File: src/rtl/trim_ovrd_ijtag_pkg.sv
// trim_ovrd_ijtag_pkg
//   Shared definitions for the trim/fuse-override IJTAG initiator:
//   - state_e                 : initiator FSM states (the VERIFY_* states are
//                               only reached when TRIM_OVRD_READBACK_CHECK_EN
//                               is defined)
//   - TRIM_OVRD_WIDTH_DEFAULT : default override TDR length (hdspsr TDR)
//   - cnt_width_t / cnt_width : width of the shift bit counter, $clog2(W+1)
package trim_ovrd_ijtag_pkg;

  localparam int unsigned TRIM_OVRD_WIDTH_DEFAULT = 20;

  typedef enum logic [2:0] {
    IDLE,
    CAPTURE,
    SHIFT,
    UPDATE,
    VERIFY_CAP,
    VERIFY_SHIFT,
    VERIFY_UPD,
    RESP
  } state_e;

  typedef int unsigned cnt_width_t;

  // The counter must be able to hold WIDTH without wrapping.
  function automatic cnt_width_t cnt_width(input cnt_width_t width);
    return cnt_width_t'($clog2(width + 1));
  endfunction

endpackage

File: src/rtl/trim_ovrd_ijtag_shifter.sv
// trim_ovrd_ijtag_shifter
//   WIDTH-bit transmit/capture buffer for one IJTAG scan.
//   The transmit side rotates rather than shifts, so after WIDTH shift
//   cycles it holds the loaded word again and can be re-scanned.
//   The capture side shifts tdr_so in at the MSB, so after WIDTH samples
//   bit k holds the k-th bit seen.
// Ports:
//   clk, rst_n   : TDR clock, asynchronous active-low reset
//   load_en      : load load_data into the transmit buffer
//   load_data    : word to transmit
//   shift_en     : rotate the transmit buffer by one bit
//   sample_en    : shift so into the capture buffer
//   so           : serial data returned by the TDR
//   tx_bit_next  : bit to drive on the serial output in the next cycle
//   rx_data      : captured word
module trim_ovrd_ijtag_shifter
  import trim_ovrd_ijtag_pkg::*;
#(
  parameter int unsigned WIDTH = TRIM_OVRD_WIDTH_DEFAULT
) (
  input  logic             clk,
  input  logic             rst_n,
  input  logic             load_en,
  input  logic [WIDTH-1:0] load_data,
  input  logic             shift_en,
  input  logic             sample_en,
  input  logic             so,
  output logic             tx_bit_next,
  output logic [WIDTH-1:0] rx_data
);

  logic [WIDTH-1:0] tx_q, tx_d;
  logic [WIDTH-1:0] rx_q, rx_d;
  logic [WIDTH-1:0] tx_rot;
  logic [WIDTH-1:0] rx_shift;

  if (WIDTH > 1) begin : g_multi
    assign tx_rot   = {tx_q[0], tx_q[WIDTH-1:1]};
    assign rx_shift = {so, rx_q[WIDTH-1:1]};
  end else begin : g_single
    assign tx_rot   = tx_q;
    assign rx_shift = so;
  end

  always_comb begin
    tx_d = tx_q;
    rx_d = rx_q;
    if (load_en) begin
      tx_d = load_data;
    end else if (shift_en) begin
      tx_d = tx_rot;
    end
    if (sample_en) begin
      rx_d = rx_shift;
    end
  end

  always_ff @(posedge clk or negedge rst_n) begin
    if (!rst_n) begin
      tx_q <= '0;
      rx_q <= '0;
    end else begin
      tx_q <= tx_d;
      rx_q <= rx_d;
    end
  end

  // Look ahead one bit while shifting so the serial output can be registered.
  assign tx_bit_next = shift_en ? tx_rot[0] : tx_q[0];
  assign rx_data     = rx_q;

endmodule

File: src/rtl/trim_ovrd_ijtag_initiator.sv
// trim_ovrd_ijtag_initiator
//   Runs one Capture-Shift-Update sequence on a WIDTH-bit IJTAG override TDR
//   per valid/ready request: writes req_data into the TDR update latches and
//   returns the word the TDR captured before the write.
//   Optional feature, macro TRIM_OVRD_READBACK_CHECK_EN: after the write the
//   TDR is captured and re-scanned with the same word, and any bit differing
//   from req_data sets rsp_mismatch. Without the macro rsp_mismatch is 0.
// Ports:
//   ijtag_tck, ijtag_reset      : TDR clock, asynchronous active-low reset
//   req_valid/req_ready/req_data: write request
//   rsp_valid/rsp_ready         : response handshake
//   rsp_data                    : pre-write TDR contents, bit k = k-th bit out
//   rsp_mismatch                : readback compare failed
//   busy                        : scan sequence in progress
//   tdr_sel/ce/se/ue/si         : registered IJTAG controls and serial data
//   tdr_so                      : serial data from the TDR
module trim_ovrd_ijtag_initiator
  import trim_ovrd_ijtag_pkg::*;
#(
  parameter int unsigned WIDTH = TRIM_OVRD_WIDTH_DEFAULT
) (
  input  logic             ijtag_tck,
  input  logic             ijtag_reset,
  input  logic             req_valid,
  output logic             req_ready,
  input  logic [WIDTH-1:0] req_data,
  output logic             rsp_valid,
  input  logic             rsp_ready,
  output logic [WIDTH-1:0] rsp_data,
  output logic             rsp_mismatch,
  output logic             busy,
  output logic             tdr_sel,
  output logic             tdr_ce,
  output logic             tdr_se,
  output logic             tdr_ue,
  output logic             tdr_si,
  input  logic             tdr_so
);

  localparam int unsigned      CNT_W    = cnt_width(WIDTH);
  localparam logic [CNT_W-1:0] CNT_LAST = CNT_W'(WIDTH - 1);

  state_e           state_q, state_d;
  logic [CNT_W-1:0] cnt_q, cnt_d;
  logic             req_ready_q, req_ready_d;
  logic             tdr_sel_q, tdr_sel_d;
  logic             tdr_ce_q, tdr_ce_d;
  logic             tdr_se_q, tdr_se_d;
  logic             tdr_ue_q, tdr_ue_d;
  logic             tdr_si_q, tdr_si_d;
  logic             load_en;
  logic             shift_en;
  logic             sample_en;
  logic             tx_bit_next;

  trim_ovrd_ijtag_shifter #(
    .WIDTH(WIDTH)
  ) u_shifter (
    .clk        (ijtag_tck),
    .rst_n      (ijtag_reset),
    .load_en    (load_en),
    .load_data  (req_data),
    .shift_en   (shift_en),
    .sample_en  (sample_en),
    .so         (tdr_so),
    .tx_bit_next(tx_bit_next),
    .rx_data    (rsp_data)
  );

  // Next state and buffer control
  always_comb begin
    state_d   = state_q;
    cnt_d     = cnt_q;
    load_en   = 1'b0;
    shift_en  = 1'b0;
    sample_en = 1'b0;
    case (state_q)
      IDLE: begin
        if (req_valid && req_ready_q) begin
          load_en = 1'b1;
          state_d = CAPTURE;
        end
      end
      CAPTURE: begin
        state_d = SHIFT;
        cnt_d   = '0;
      end
      SHIFT: begin
        shift_en  = 1'b1;
        sample_en = 1'b1;
        if (cnt_q == CNT_LAST) begin
          state_d = UPDATE;
        end else begin
          cnt_d = cnt_q + CNT_W'(1);
        end
      end
      UPDATE: begin
`ifdef TRIM_OVRD_READBACK_CHECK_EN
        state_d = VERIFY_CAP;
`else
        state_d = RESP;
`endif
      end
`ifdef TRIM_OVRD_READBACK_CHECK_EN
      VERIFY_CAP: begin
        state_d = VERIFY_SHIFT;
        cnt_d   = '0;
      end
      VERIFY_SHIFT: begin
        // Re-scan only; the first capture stays in the capture buffer.
        shift_en = 1'b1;
        if (cnt_q == CNT_LAST) begin
          state_d = VERIFY_UPD;
        end else begin
          cnt_d = cnt_q + CNT_W'(1);
        end
      end
      VERIFY_UPD: begin
        state_d = RESP;
      end
`endif
      RESP: begin
        if (rsp_ready) begin
          state_d = IDLE;
        end
      end
      default: begin
        state_d = IDLE;
      end
    endcase
  end

  // Output registers decoded from the next state
  always_comb begin
    req_ready_d = (state_d == IDLE);
    tdr_sel_d   = (state_d != IDLE) && (state_d != RESP);
    tdr_ce_d    = (state_d == CAPTURE) || (state_d == VERIFY_CAP);
    tdr_se_d    = (state_d == SHIFT) || (state_d == VERIFY_SHIFT);
    tdr_ue_d    = (state_d == UPDATE) || (state_d == VERIFY_UPD);
    tdr_si_d    = tdr_se_d & tx_bit_next;
  end

  always_ff @(posedge ijtag_tck or negedge ijtag_reset) begin
    if (!ijtag_reset) begin
      state_q     <= IDLE;
      cnt_q       <= '0;
      req_ready_q <= 1'b0;
      tdr_sel_q   <= 1'b0;
      tdr_ce_q    <= 1'b0;
      tdr_se_q    <= 1'b0;
      tdr_ue_q    <= 1'b0;
      tdr_si_q    <= 1'b0;
    end else begin
      state_q     <= state_d;
      cnt_q       <= cnt_d;
      req_ready_q <= req_ready_d;
      tdr_sel_q   <= tdr_sel_d;
      tdr_ce_q    <= tdr_ce_d;
      tdr_se_q    <= tdr_se_d;
      tdr_ue_q    <= tdr_ue_d;
      tdr_si_q    <= tdr_si_d;
    end
  end

`ifdef TRIM_OVRD_READBACK_CHECK_EN
  logic mism_q, mism_d;

  // In re-scan cycle k the registered serial output still holds req_data[k],
  // which is exactly the bit the TDR should return at the end of that cycle.
  always_comb begin
    mism_d = mism_q;
    if (load_en) begin
      mism_d = 1'b0;
    end else if ((state_q == VERIFY_SHIFT) && (tdr_so != tdr_si_q)) begin
      mism_d = 1'b1;
    end
  end

  always_ff @(posedge ijtag_tck or negedge ijtag_reset) begin
    if (!ijtag_reset) begin
      mism_q <= 1'b0;
    end else begin
      mism_q <= mism_d;
    end
  end

  assign rsp_mismatch = mism_q;
`else
  assign rsp_mismatch = 1'b0;
`endif

  assign req_ready = req_ready_q;
  assign rsp_valid = (state_q == RESP);
  assign busy      = (state_q != IDLE) && (state_q != RESP);
  assign tdr_sel   = tdr_sel_q;
  assign tdr_ce    = tdr_ce_q;
  assign tdr_se    = tdr_se_q;
  assign tdr_ue    = tdr_ue_q;
  assign tdr_si    = tdr_si_q;

endmodule

File: config.mk
export PLATFORM = sky130hd
export DESIGN_NAME = trim_ovrd_ijtag_initiator
export DESIGN_NICKNAME = d
export VERILOG_FILES = /design/src/rtl/trim_ovrd_ijtag_pkg.sv /design/src/rtl/trim_ovrd_ijtag_shifter.sv /design/src/rtl/trim_ovrd_ijtag_initiator.sv
export SDC_FILE = /design/constraint.sdc
export NUM_CORES = 1
export LEC_CHECK = 0
export ABC_AREA = 1
export BUFFER_PORTS_ARGS = -buffer_cell sky130_fd_sc_hd__buf_4
export CORE_UTILIZATION = 50
export CTS_BUF_LIST = sky130_fd_sc_hd__clkbuf_8
export DETAILED_ROUTE_END_ITERATION = 10
export GPL_ROUTABILITY_DRIVEN = 0
export GPL_TIMING_DRIVEN = 0
export HOLD_SLACK_MARGIN = 0.03
export PLACE_DENSITY = 0.81
export SLEW_MARGIN = 20
export SYNTH_ARGS = -nofsm -noshare
export SYNTH_HDL_FRONTEND = slang
export SYNTH_SLANG_ARGS = --single-unit
File: constraint.sdc
create_clock -name ijtag_tck -period 3.1 [get_ports ijtag_tck]
set_clock_uncertainty 0.15 [all_clocks]
set_input_delay 0.155 -clock ijtag_tck [delete_from_list [all_inputs] [get_ports ijtag_tck]]
set_output_delay 0.155 -clock ijtag_tck [all_outputs]
set_load 0.01 [all_outputs]
* Yosys cells after proc, flatten, opt, wreduce, memory -nomap -nowiden
Cells that the tools add are included.
W data, S select, Z words.
** Word-level totals
- Word-level logic and storage cells :: 51
- Flip-flop bits (word level) :: 54
- Input bits :: 25
** Cells by class
- Reduce and logical (&&, ||, !) cells :: 13
- Bitwise logic cells :: 1
- Multiplexer cells :: 12
- Eq/ne operators :: 14
- Add/sub/neg operators :: 1
** Operator list (number)
- $mux W20 :: 2
- $pmux W3 S5 :: 1
- $eq A3 B2 Y1 const B :: 4
- $eq A3 B3 Y1 const B :: 4
- $pmux W5 S2 :: 1
- $mux W3 :: 3
- $eq A3 B1 Y1 const B :: 2
- $logic_not A3 Y1 :: 2
- $ne A3 B3 Y1 const B :: 2
- $reduce_bool A3 Y1 :: 2
- $add A5 B1 Y5 const B :: 1
- $eq A5 B5 Y1 const B :: 1
- $mux W5 :: 1
- $mux W1 :: 4
- $reduce_bool A2 Y1 :: 2
- $logic_and A1 B1 Y1 :: 3
- $logic_or A1 B1 Y1 :: 3
- $ne A2 B2 Y1 const B :: 1
- $reduce_and A2 Y1 :: 1
- $and A1 B1 Y1 :: 1

* Longest topological paths before layout
Gate-level depths: netlist (run 1).
- Depth after elaboration :: 6
- Depth in mapped cells :: 8
- Depth with buffers taken out :: 8

* Cells and area by module
Synthesis (run 1) repeated with hierarchy kept, for this count alone.
** Second synthesis, totals
- Cells, all modules :: 265
- Area total of the unflattened synthesis :: 2423.6 µm²
** Modules (own cells, without submodules)
- trim_ovrd_ijtag_shifter :: area an instance 1671.6 µm², cells each 191, instances 1, seq. area each 1001.0 µm²
- trim_ovrd_ijtag_initiator :: area an instance 752.0 µm², cells each 74, instances 1, seq. area each 350.3 µm²

* Worst setup path before layout (run 1)
Ideal clock, no wire load.
- Kind :: register -> register
- Start point :: reg cnt_q[0]
- End point :: reg req_ready_q (netlist: req_ready)
- Arrival :: 1.138 ns
- Data required time :: 2.879 ns
- Cell stages (with the launch flop) :: 9
- Clock period less this slack :: 1.359 ns
- Setup time :: 0.071 ns
- Path slack :: 1.741 ns
- Cell sequence :: dfrtp_1 -> ha_1 -> nand2_1 -> inv_1 -> nand2_1 -> nor2_1 -> nor2_1 -> inv_1 -> nor2_1
** On the way
- Cells in the longest elaborated chain, start to end :: 4
** RTL lines
- start, declared :: line trim_ovrd_ijtag_initiator.sv:44 : logic [CNT_W-1:0] cnt_q, cnt_d;
- start signal, assigned :: line trim_ovrd_ijtag_initiator.sv:155 : cnt_q <= cnt_d;
- $eq A5 B5 Y1 :: line trim_ovrd_ijtag_initiator.sv:91 : if (cnt_q == CNT_LAST) begin
- $mux W3 :: line trim_ovrd_ijtag_initiator.sv:91
- $pmux W3 S5 :: line trim_ovrd_ijtag_initiator.sv:77 : case (state_q)
- via state_d[0] :: line trim_ovrd_ijtag_initiator.sv:43 : state_e state_q, state_d;
- $logic_not A3 Y1 :: line trim_ovrd_ijtag_initiator.sv:135 : req_ready_d = (state_d == IDLE);
- via req_ready_d :: line trim_ovrd_ijtag_initiator.sv:45 : logic req_ready_q, req_ready_d;
- end signal, assigned :: line trim_ovrd_ijtag_initiator.sv:156 : req_ready_q <= req_ready_d;
- end, declared :: line trim_ovrd_ijtag_initiator.sv:45
The timed path passes the listed nets, and every way through them passes these cells.
A chain may end at the register's enable or synchronous reset.

* Final worst setup path (run 1)
Same ends and word-level chain as after synthesis.

==> results.md, run 1 <==
* Pre-CTS WS at 1570 ps
* Port bufs at 52
* Maximum vdd drop at 0.000596 V
* Layout cells sized above 1 at 23.8%
* CTS tree: built
* Max Slew Vio Count at 0
* Final WS setup at 1530 ps
* H-tree depth at 2
* RSZ-0062 raised after global routing: false
* Cells after Synth at 257
* Crit Path Max Fanout at 5
* Final wirelength at 5020 µm
* DRT antenna net count at 0
* Skew-Pair Late Insertion Delay at approximately 300 ps
* Final setup viols at 0
* Initial DRC Count at 122
* CP max stage delay at 430 ps
* Total gr overflow at 0
* Diode count at 0
* Yosys reg bits at 54
* WL per Instance at 12.8 µm
* Slowest cell on crit path: dfrtp_1
* Nets at roughly 370
* Number of post-CTS setup repair buffers at 0
* Clock transition at path regs at 90 ps
* Total power draw at 0.00308 W
* CTS resizes at 0
* Slew of the pin with the lowest slew margin at 647 ps
* Area Overhead vs Synth at 34.4%
* Worst path cell trace: ha_1 -> nand2_1 -> inv_1 -> nand2_1 -> nor2_1 -> nor2_1 -> inv_1 -> nor2_1
* Clk sink count at 54
* Slew headroom at a little under three fifths
* Commonest non-fill, non-tap cell in the layout: nand2_1
* Vias in the first global route at 1877
* TritonCTS buffer count at 5
* HP Class: input pin to register
* Die W at 70.0 µm
* WS Path Type: register to register
* CP Data Arrival Time at 1650 ps
* Core area at 0.00441 mm²
* Mapped Avg Cell Area at 9.00 µm²
* Initial core utilization at 52.4%
* Delay-heaviest family, CP: simple AND/OR/NAND/NOR gates
* Setup TNS at 0 ps
* Initial antenna violation count at 0
* Clock tree buffer depth at 2
* WP buf/inv at 2
* Worst EP required at 3180 ps
* Via count at 1996
* IO Count at 54
* FP Rows at 24
* Vias per cell at slightly above 5
* Root Driver: clkbuf_8
* Tot GR Track Use at 21.4%
* Die Y at 70.0 µm
* Placed wire-length estimate at 3280 µm
* Power density over the cells at 992 mW/mm²
* Leakage power at 1.58 nW
* Die Area at 0.00490 mm²
* Top cell by count, worst path: nor2_1
* Fmax at 0.637 GHz
* Crit. End Element: register
* MaxCap Viol Count at 0
* Commonest non-fill, non-tap cells in the layout: nand2_1, buf_4, dfrtp_1
* R2R setup slack at 1530 ps
* TritonRoute pass-1 iters at 5
* DRC viols at 0
* Synthesized area at around 0.0023 mm²
* CP Launch Type: register
* Largest net degree at the start of global routing at 55
* Register area share after synthesis at 58.4%
* Post-synth net total at 283
* Tcrit/Tclk final at around half
* CTS Hold Buffers Added at 23
* Status: completed
* Design Area, Final at 0.00311 mm²
* Fin util at between 70 and 80%
* Placed inst area at 0.00277 mm²
* Ys Warns at 0
* Final Hold Vio Count at 0
* Synth cell types at 24
* Fin crit period at 1570 ps
* First-pass GRT wire length at 8310 µm
==> synth_stat cells <==
master | n | area [µm²]
dfrtp_1 | 54 | 1350
nor2_1 | 24 | 90.1
nand2_2 | 2 | 12.5
o21ai_1 | 5 | 25.0
a31oi_1 | 17 | 106
inv_2 | 2 | 7.51
clkbuf_1 | 1 | 3.75
nand3_2 | 1 | 10.0
inv_1 | 18 | 67.6
buf_4 | 6 | 45.0
nand2_4 | 1 | 11.3
xor2_1 | 1 | 8.76
nand3_4 | 1 | 17.5
conb_1 | 1 | 3.75
buf_6 | 3 | 33.8
nand2_1 | 80 | 300
buf_2 | 3 | 15.0
nand3_1 | 10 | 50.1
o21ai_0 | 17 | 85.1
nor2_4 | 1 | 11.3
nand4_1 | 2 | 12.5
inv_4 | 1 | 6.26
ha_1 | 1 | 12.5
a21oi_1 | 5 | 25.0
==> metal layers <==
layer  vias up  GRT usage (%)  routed length (µm)
met3         4           4.33                 269
li1        981              -                   -
met1       954           30.2                2260
met4         0           6.44                  48
met5         -              0                   0
met2        57           33.7                2440
==> metrics by stage <==
stage               hold WS (ps)  cells
floorplan                   -291    257
global placement            80.3    361
detailed placement          84.8    361
CTS                          172    392
global route                 211    392
finish                       172    392
==> state kept, by name, indices dropped and copies added, names as in the netlist <==
signal             cells
cnt_q                  5
req_ready              1
state_q                3
tdr_ce                 1
tdr_se                 1
tdr_sel                1
tdr_si                 1
tdr_ue                 1
u_shifter.rx_data     20
u_shifter.tx_q        20
==> worst reg2reg max path: stages (launching register included) <==
cell and delay (ps):
dfrtp_1 430, ha_1 260, nand2_1 70, inv_1 30, nand2_1 130, nor2_1 100
nor2_1 170, inv_1 70, nor2_1 100
==> cell families (layout without fill, tap and decap cells) <==
kind of cell | Yosys count | in the layout | share of synthesized area (%)
buf+inv | 34 | 117 | 7.74
other cells | 1 | 1 | 0.162
xor+xnor | 1 | 1 | 0.379
compound gates | 44 | 44 | 10.4
simple gates | 122 | 122 | 22.3
flops | 54 | 54 | 58.4
fa+ha+maj | 1 | 1 | 0.541
==> power breakdown <==
group          internal, W  switching [W]  total, W  leakage (nW)
logic             0.000605       0.000810   0.00141         0.834
registers          0.00102       0.000204   0.00123         0.686
clock network     0.000226       0.000215  0.000441        0.0575
==> final cells by class <==
class / instances / area [µm²]
clock buffer: 8 / 110
multi-input combinational: 169 / 782
fill: 336 / 1310
buffer: 13 / 97.6
inverter: 21 / 81.3
sequential: 54 / 1350
timing repair buffer: 75 / 621
tap: 52 / 65.1
==> final timing paths <==
path / startpoint / endpoint / depth (start not counted)
max in group asynchronous: ijtag_reset / u_shifter.tx_q[11] / 2
worst max-delay path: cnt_q[0] / req_ready / 8
worst min register to register: u_shifter.rx_data[0] / u_shifter.rx_data[0] / 2
worst min-delay path: req_valid / tdr_ce / 5
min in group asynchronous: ijtag_reset / u_shifter.rx_data[19] / 2
worst max register to register: cnt_q[0] / req_ready / 8
(Power assumes the default switching activity.)
==> run 2: changes to the inputs <==
- clock period: 3.1 -> 1.65 ns (I/O delays scaled with it)
==> run 2 against run 1 <==
First-iteration DRC count up 9.0%. Sequential power up 89%. Global-route usage unchanged. Maximum frequency up 4.5%. Clock-buffer cell count unchanged. Die area unchanged. Cell count unchanged. Critical path type unchanged. Flip-flop and latch count unchanged. Critical endpoint is now cnt_q[4]. Largest power group unchanged. Power up 89%. Register-to-register slack worse by 1400 ps. Via count down 0.50%.
==> results.md, run 2 (same netlist as run 1, synthesis figures left out) <==
* Status: completed
* Power density over the cells at 1860 mW/mm² (+88%)
* Worst EP required at 1680 ps (-1500 ps)
* Slowest cell on crit path: dfrtp_1
* Leakage power at 1.58 nW (about the same)
* Diode count at 0 (unchanged)
* Reg2reg start: cnt_q[0]
* M1 GR Usage at 30.2% (unchanged)
* IO Count at 54 (unchanged)
* Largest net degree at the start of global routing at 55 (unchanged)
* Root Driver: clkbuf_8
* Die Area at 0.00490 mm² (unchanged)
* WL per Instance at 12.9 µm (+0.68%)
* Crit Path Max Fanout at 6 (+1)
* Placed wire-length estimate at 3280 µm (unchanged)
* Clk sink count at 54 (unchanged)
* Vias in the first global route at 1877 (unchanged)
* Crit. End Element: register
* First-pass GRT wire length at 8310 µm (unchanged)
* Design Area, Final at 0.00312 mm² (+0.48%)
* Dpl cells at 361 (unchanged)
* Die Y at 70.0 µm (unchanged)
* Number of post-CTS setup repair buffers at 0 (unchanged)
* H-tree depth at 2 (unchanged)
* Hold Crit Start: req_valid
* MaxCap Viol Count at 0 (unchanged)
* CP max stage delay at 450 ps (+20 ps)
* DRT antenna net count at 0 (unchanged)
* CTS tree: built
* Total power draw at 0.00582 W (+89%)
* Area Overhead vs Synth at 35.1%
* Total gr overflow at 0 (unchanged)
* Cell Int Power at 0.00350 W (+89%)
* Clock network power share at 14.2% (about the same)
* Placed inst area at 0.00277 mm² (unchanged)
* Port bufs at 52 (unchanged)
* Clock transition at path regs at 90 ps (about the same)
* Max Slew Vio Count at 0 (unchanged)
* Grt peak-use layer: met2
* Final Hold Vio Count at 0 (unchanged)
* Die W at 70.0 µm (unchanged)
* CP Launch Type: register
* TritonCTS buffer count at 5 (unchanged)
* Fin crit period at 1500 ps (-67.7 ps)
* Met3 usage at 4.33% (unchanged)
* RSZ-0062 raised after global routing: false
* Layout fillers at 329 (-2.1%)
* Commonest non-fill, non-tap cell in the layout: nand2_1
* Logic pwr share at 46.0% (about the same)
* Clock tree buffer depth at 2 (unchanged)
* Fin util at 70.7% (+0.34 points)
* Tcrit/Tclk final at 91.1% (+40 points)
* Setup TNS at 0 ps (unchanged)
* Via count at 1986 (-0.50%)
* CP Data Arrival Time at 1530 ps (-120 ps)
* Tot GR Track Use at 21.4% (unchanged)
* Skew-Pair Late Insertion Delay at 300 ps (about the same)
* Commonest non-fill, non-tap cells in the layout: nand2_1, buf_4, dfrtp_1
* HP Class: input pin to register
* Sw power at 0.00232 W (+89%)
* FP Rows at 24 (unchanged)
* Final setup viols at 0 (unchanged)
* Fmax at 0.665 GHz (+4.5%)
* Top cell by count, worst path: nand2_1
* DRC viols at 0 (unchanged)
* Setup crit start: cnt_q[0]
* Switch share at 39.9% (about the same)
* Initial DRC Count at 133 (+9.0%)
* Maximum vdd drop at 0.00114 V (+91%)
* Vias per cell at 5.07 (-0.50%)
* Met2 Use GR at 33.7% (unchanged)
* Layout cells sized above 1 at 24.4% (+0.59 points)
* Core area at 0.00441 mm² (unchanged)
* Final wirelength at 5060 µm (+0.68%)
* WS Path Type: register to register
* Non-Filler Instances at 392 (unchanged)
* TritonRoute pass-1 iters at 4 (-1)
* Slew headroom at 57.0% (+0.12 points)
* Initial core utilization at 52.4% (unchanged)
* Worst path cell trace: ha_4 -> nand2_1 -> inv_1 -> nand2_1 -> nand2_2 -> nand2_2 -> nand2_1 -> o21ai_0
* Nets at 365 (unchanged)
* Slew of the pin with the lowest slew margin at 645 ps (-1.87 ps)
* Reg power frac at 39.8% (about the same)
* Initial antenna violation count at 0 (unchanged)
==> run 2: cell count changes in the layout (fill, tap and decap cells not counted) <==
cell / change
ha_1: -1
ha_4: +1
nor2_1: -1
nor2_2: +1
==> run 2: worst paths after layout <==
| check | end | slack (ps) | depth (start not counted) |
|---|---|---|---|
| setup / recovery | cnt_q[4] | 150 | 8 |
| hold / removal | tdr_ce | 100 | 5 |
| setup reg to reg | cnt_q[4] | 150 | 8 |
| hold reg to reg | u_shifter.rx_data[0] | 350 | 2 |
| max in group asynchronous | u_shifter.tx_q[9] | 720 | 2 |
| min in group asynchronous | u_shifter.rx_data[19] | 200 | 2 |
==> run 2: layout make-up <==
cell class	instances	area (µm²)	share of cell area, %
sequential	54	1350	43.3
multi-input combinational	169	797	25.5
timing repair buffer	75	621	19.9
clock buffer	8	110	3.53
buffer	13	97.6	3.12
inverter	21	81.3	2.60
tap	52	65.1	2.08
==> run 2: what timing repair did <==
item                                    CTS  global route
endpoints found under the hold margin    77             0
resized for setup                         0             3
endpoints found under the setup margin    0             3
hold buffers                             23             0
==> run 2: critical path: cells and delay by family, from the launching register on <==
kind,cells,cell delay (ps)
buffers and inverters,1,50
adder cells (fa/ha/maj),1,180
AND/OR/NAND/NOR,5,470
AO/OA/AOI/OAI,1,80
flip-flops,1,450
==> run 2: per-layer routing <==
metal / wire (µm) / part of all wire, %
met5: 0 / 0
met4: 48 / 0.95
met3: 245 / 4.8
met2: 2450 / 48
met1: 2310 / 46
==> run 2: stage by stage <==
stage                     hold WS, ps  setup slack (ps)
after floorplan                  -363               291
after global placement           7.83               125
after detailed placement         12.3               117
after CTS                        99.6              80.4
after global routing              139              30.2
final                             101               147
==> run 2: power by group through the flow <==
| stage | clock network [W] | registers (W) | logic (W) |
|---|---|---|---|
| after CTS | 0.000839 | 0.00230 | 0.00267 |
| after floorplan | 0 | 0.00237 | 0.00161 |
| after global routing | 0.000897 | 0.00238 | 0.00299 |
| after global placement | 0 | 0.00230 | 0.00253 |
| final | 0.000826 | 0.00232 | 0.00268 |
| after detailed placement | 0 | 0.00232 | 0.00260 |
==> run 3: changes to the inputs <==
- CORE_ASPECT_RATIO: default -> 0.75
==> run 3 against run 2 <==
Hold slack lost 25 ps. First-iteration DRC count up 6.8%. Cell count is 1.8% higher. Maximum frequency fell by 2.7%. Largest power group unchanged.
==> results.md, run 3 (same netlist as run 1, synthesis figures left out) <==
* Root Driver: clkbuf_8
* Commonest non-fill, non-tap cells in the layout: nand2_1, buf_4, dfrtp_1
* Min-Delay Path Depth at 5 (unchanged)
* Final setup viols at 0 (unchanged)
* Port bufs at 52 (unchanged)
* Initial DRC Count at 142 (+6.8%)
* Maximum vdd drop at 0.000972 V (-15%)
* Via count at 2039 (+2.7%)
* Vias per cell at 5.11 (+0.87%)
* WL per Instance at 13.1 µm (+1.4%)
* Layout cells sized above 1 at 24.0% (-0.44 points)
* Slew headroom at 57.1% (about the same)
* Total gr overflow at 0 (unchanged)
* Diode count at 0 (unchanged)
* Largest net degree at the start of global routing at 55 (unchanged)
* Vias in the first global route at 1789 (-4.7%)
* FP Rows at 21 (-13%)
* Status: completed
* Fmax at 0.647 GHz (-2.7%)
* Crit Path Max Fanout at 4 (-2)
* Die Area at 0.00490 mm² (about the same)
* FF-to-FF path depth at 8 (unchanged)
* Clk sink count at 54 (unchanged)
* HP Class: input pin to register
* Commonest non-fill, non-tap cell in the layout: nand2_1
* Tot GR Track Use at 22.1% (+0.72 points)
* Leakage power at 1.58 nW (+0.29%)
* Total power draw at 0.00581 W (-0.32%)
* Nets at 367 (+0.55%)
* Crit. End Element: register
* WS Path Type: register to register
* TritonCTS buffer count at 5 (unchanged)
* DRC viols at 0 (unchanged)
* Fin crit period at 1550 ps (+42.4 ps)
* First-pass GRT wire length at 8050 µm (-3.1%)
* TritonRoute pass-1 iters at 5 (+1)
* CP Launch Type: register
* Clock transition at path regs at 90 ps (about the same)
* Die Y at 60.9 µm (-13%)
* RSZ-0062 raised after global routing: false
* Final wirelength at 5220 µm (+3.2%)
* Setup TNS at 0 ps (unchanged)
* Top cell by count, worst path: nor2_1
* MaxCap Viol Count at 0 (unchanged)
* Worst path cell trace: ha_1 -> nand2_1 -> inv_1 -> nand2_1 -> nor2_1 -> nor2_1 -> inv_1 -> nor2_1
* Skew-Pair Late Insertion Delay at 300 ps (about the same)
* Slew of the pin with the lowest slew margin at 644 ps (-0.800 ps)
* Max Slew Vio Count at 0 (unchanged)
* Placed wire-length estimate at 3330 µm (+1.5%)
* H-tree depth at 2 (unchanged)
* DRT antenna net count at 0 (unchanged)
* Worst EP required at 1740 ps (+60 ps)
* CTS tree: built
* Clock tree buffer depth at 2 (unchanged)
* Initial core utilization at 52.1% (-0.31 points)
* Slowest cell on crit path: dfrtp_1
* Core area at 0.00444 mm² (+0.60%)
* Tcrit/Tclk final at 93.6% (+2.6 points)
* Power density over the cells at 1870 mW/mm² (about the same)
* Area Overhead vs Synth at 34.5%
* CTS resizes at 0 (unchanged)
* IO Count at 54 (unchanged)
* CP max stage delay at 420 ps (-30 ps)
* Initial antenna violation count at 0 (unchanged)
* Die W at 80.5 µm (+15%)
* Final Hold Vio Count at 0 (unchanged)
* CP Data Arrival Time at 1640 ps (+110 ps)
[run 3: per-stage QoR]
stage / hold WS, ps / worst slack, ps / std cells / area (µm²) / util [%]
after floorplan: -363 / 291 / 257 / 2310 / -
after global placement: 7.08 / 135 / 366 / 2770 / 62.5
after detailed placement: 11.2 / 109 / 366 / 2770 / 62.5
after CTS: 79.9 / 88.7 / 397 / 3100 / 69.7
after global routing: 104 / 27.3 / 399 / 3110 / 70.0
final: 76.1 / 105 / 399 / 3110 / 70.0
[run 3: where the power goes]
part | leakage, nW | switching (W) | internal [W] | total [W]
clock network | 0.0524 | 0.000408 | 0.000333 | 0.000742
registers | 0.686 | 0.000392 | 0.00193 | 0.00232
logic | 0.843 | 0.00158 | 0.00117 | 0.00275
[run 3: final timing paths]
| kind | slack [ps] | start | end |
|---|---|---|---|
| setup / recovery | 100 | cnt_q[0] | req_ready |
| hold / removal | 80 | req_valid | tdr_ce |
| setup reg to reg | 100 | cnt_q[0] | req_ready |
| hold reg to reg | 350 | u_shifter.tx_q[2] | u_shifter.tx_q[1] |
| max in group asynchronous | 710 | ijtag_reset | u_shifter.rx_data[6] |
| min in group asynchronous | 220 | ijtag_reset | u_shifter.tx_q[11] |
[run 3: critical path: cells and delay by family (launching register included)]
kind / cells / cell delay [ps]
adder cells (fa/ha/maj): 1 / 260
buffers and inverters: 2 / 130
flip-flops: 1 / 420
AND/OR/NAND/NOR: 5 / 530
[run 3: what timing repair did]
item / 4_1_cts / 5_1_grt
hold buffers: 23 / 0
setup buffers: 0 / 2
setup endpoints to repair: 0 / 3
hold endpoints to repair: 77 / 0
[run 3: metal layers]
layer / GRT usage (%) / vias up / wire [µm] / share of wire [%]
met1: 31.1 / 979 / 2440 / 47
met3: 4.96 / 9 / 220 / 4.2
met5: 0 / - / 0 / 0
met2: 33.8 / 56 / 2470 / 47
met4: 9.18 / 0 / 86 / 1.6
li1: - / 995 / - / -
[run 3: final cells by class]
class	count	area [µm²]
Sequential cell	54	1350
Fill cell	336	1330
Multi-Input combinational cell	169	782
Timing Repair Buffer	77	636
Buffer	13	97.6
Clock buffer	6	82.6
Inverter	21	81.3
Tap cell	57	71.3
Clock inverter	2	8.76
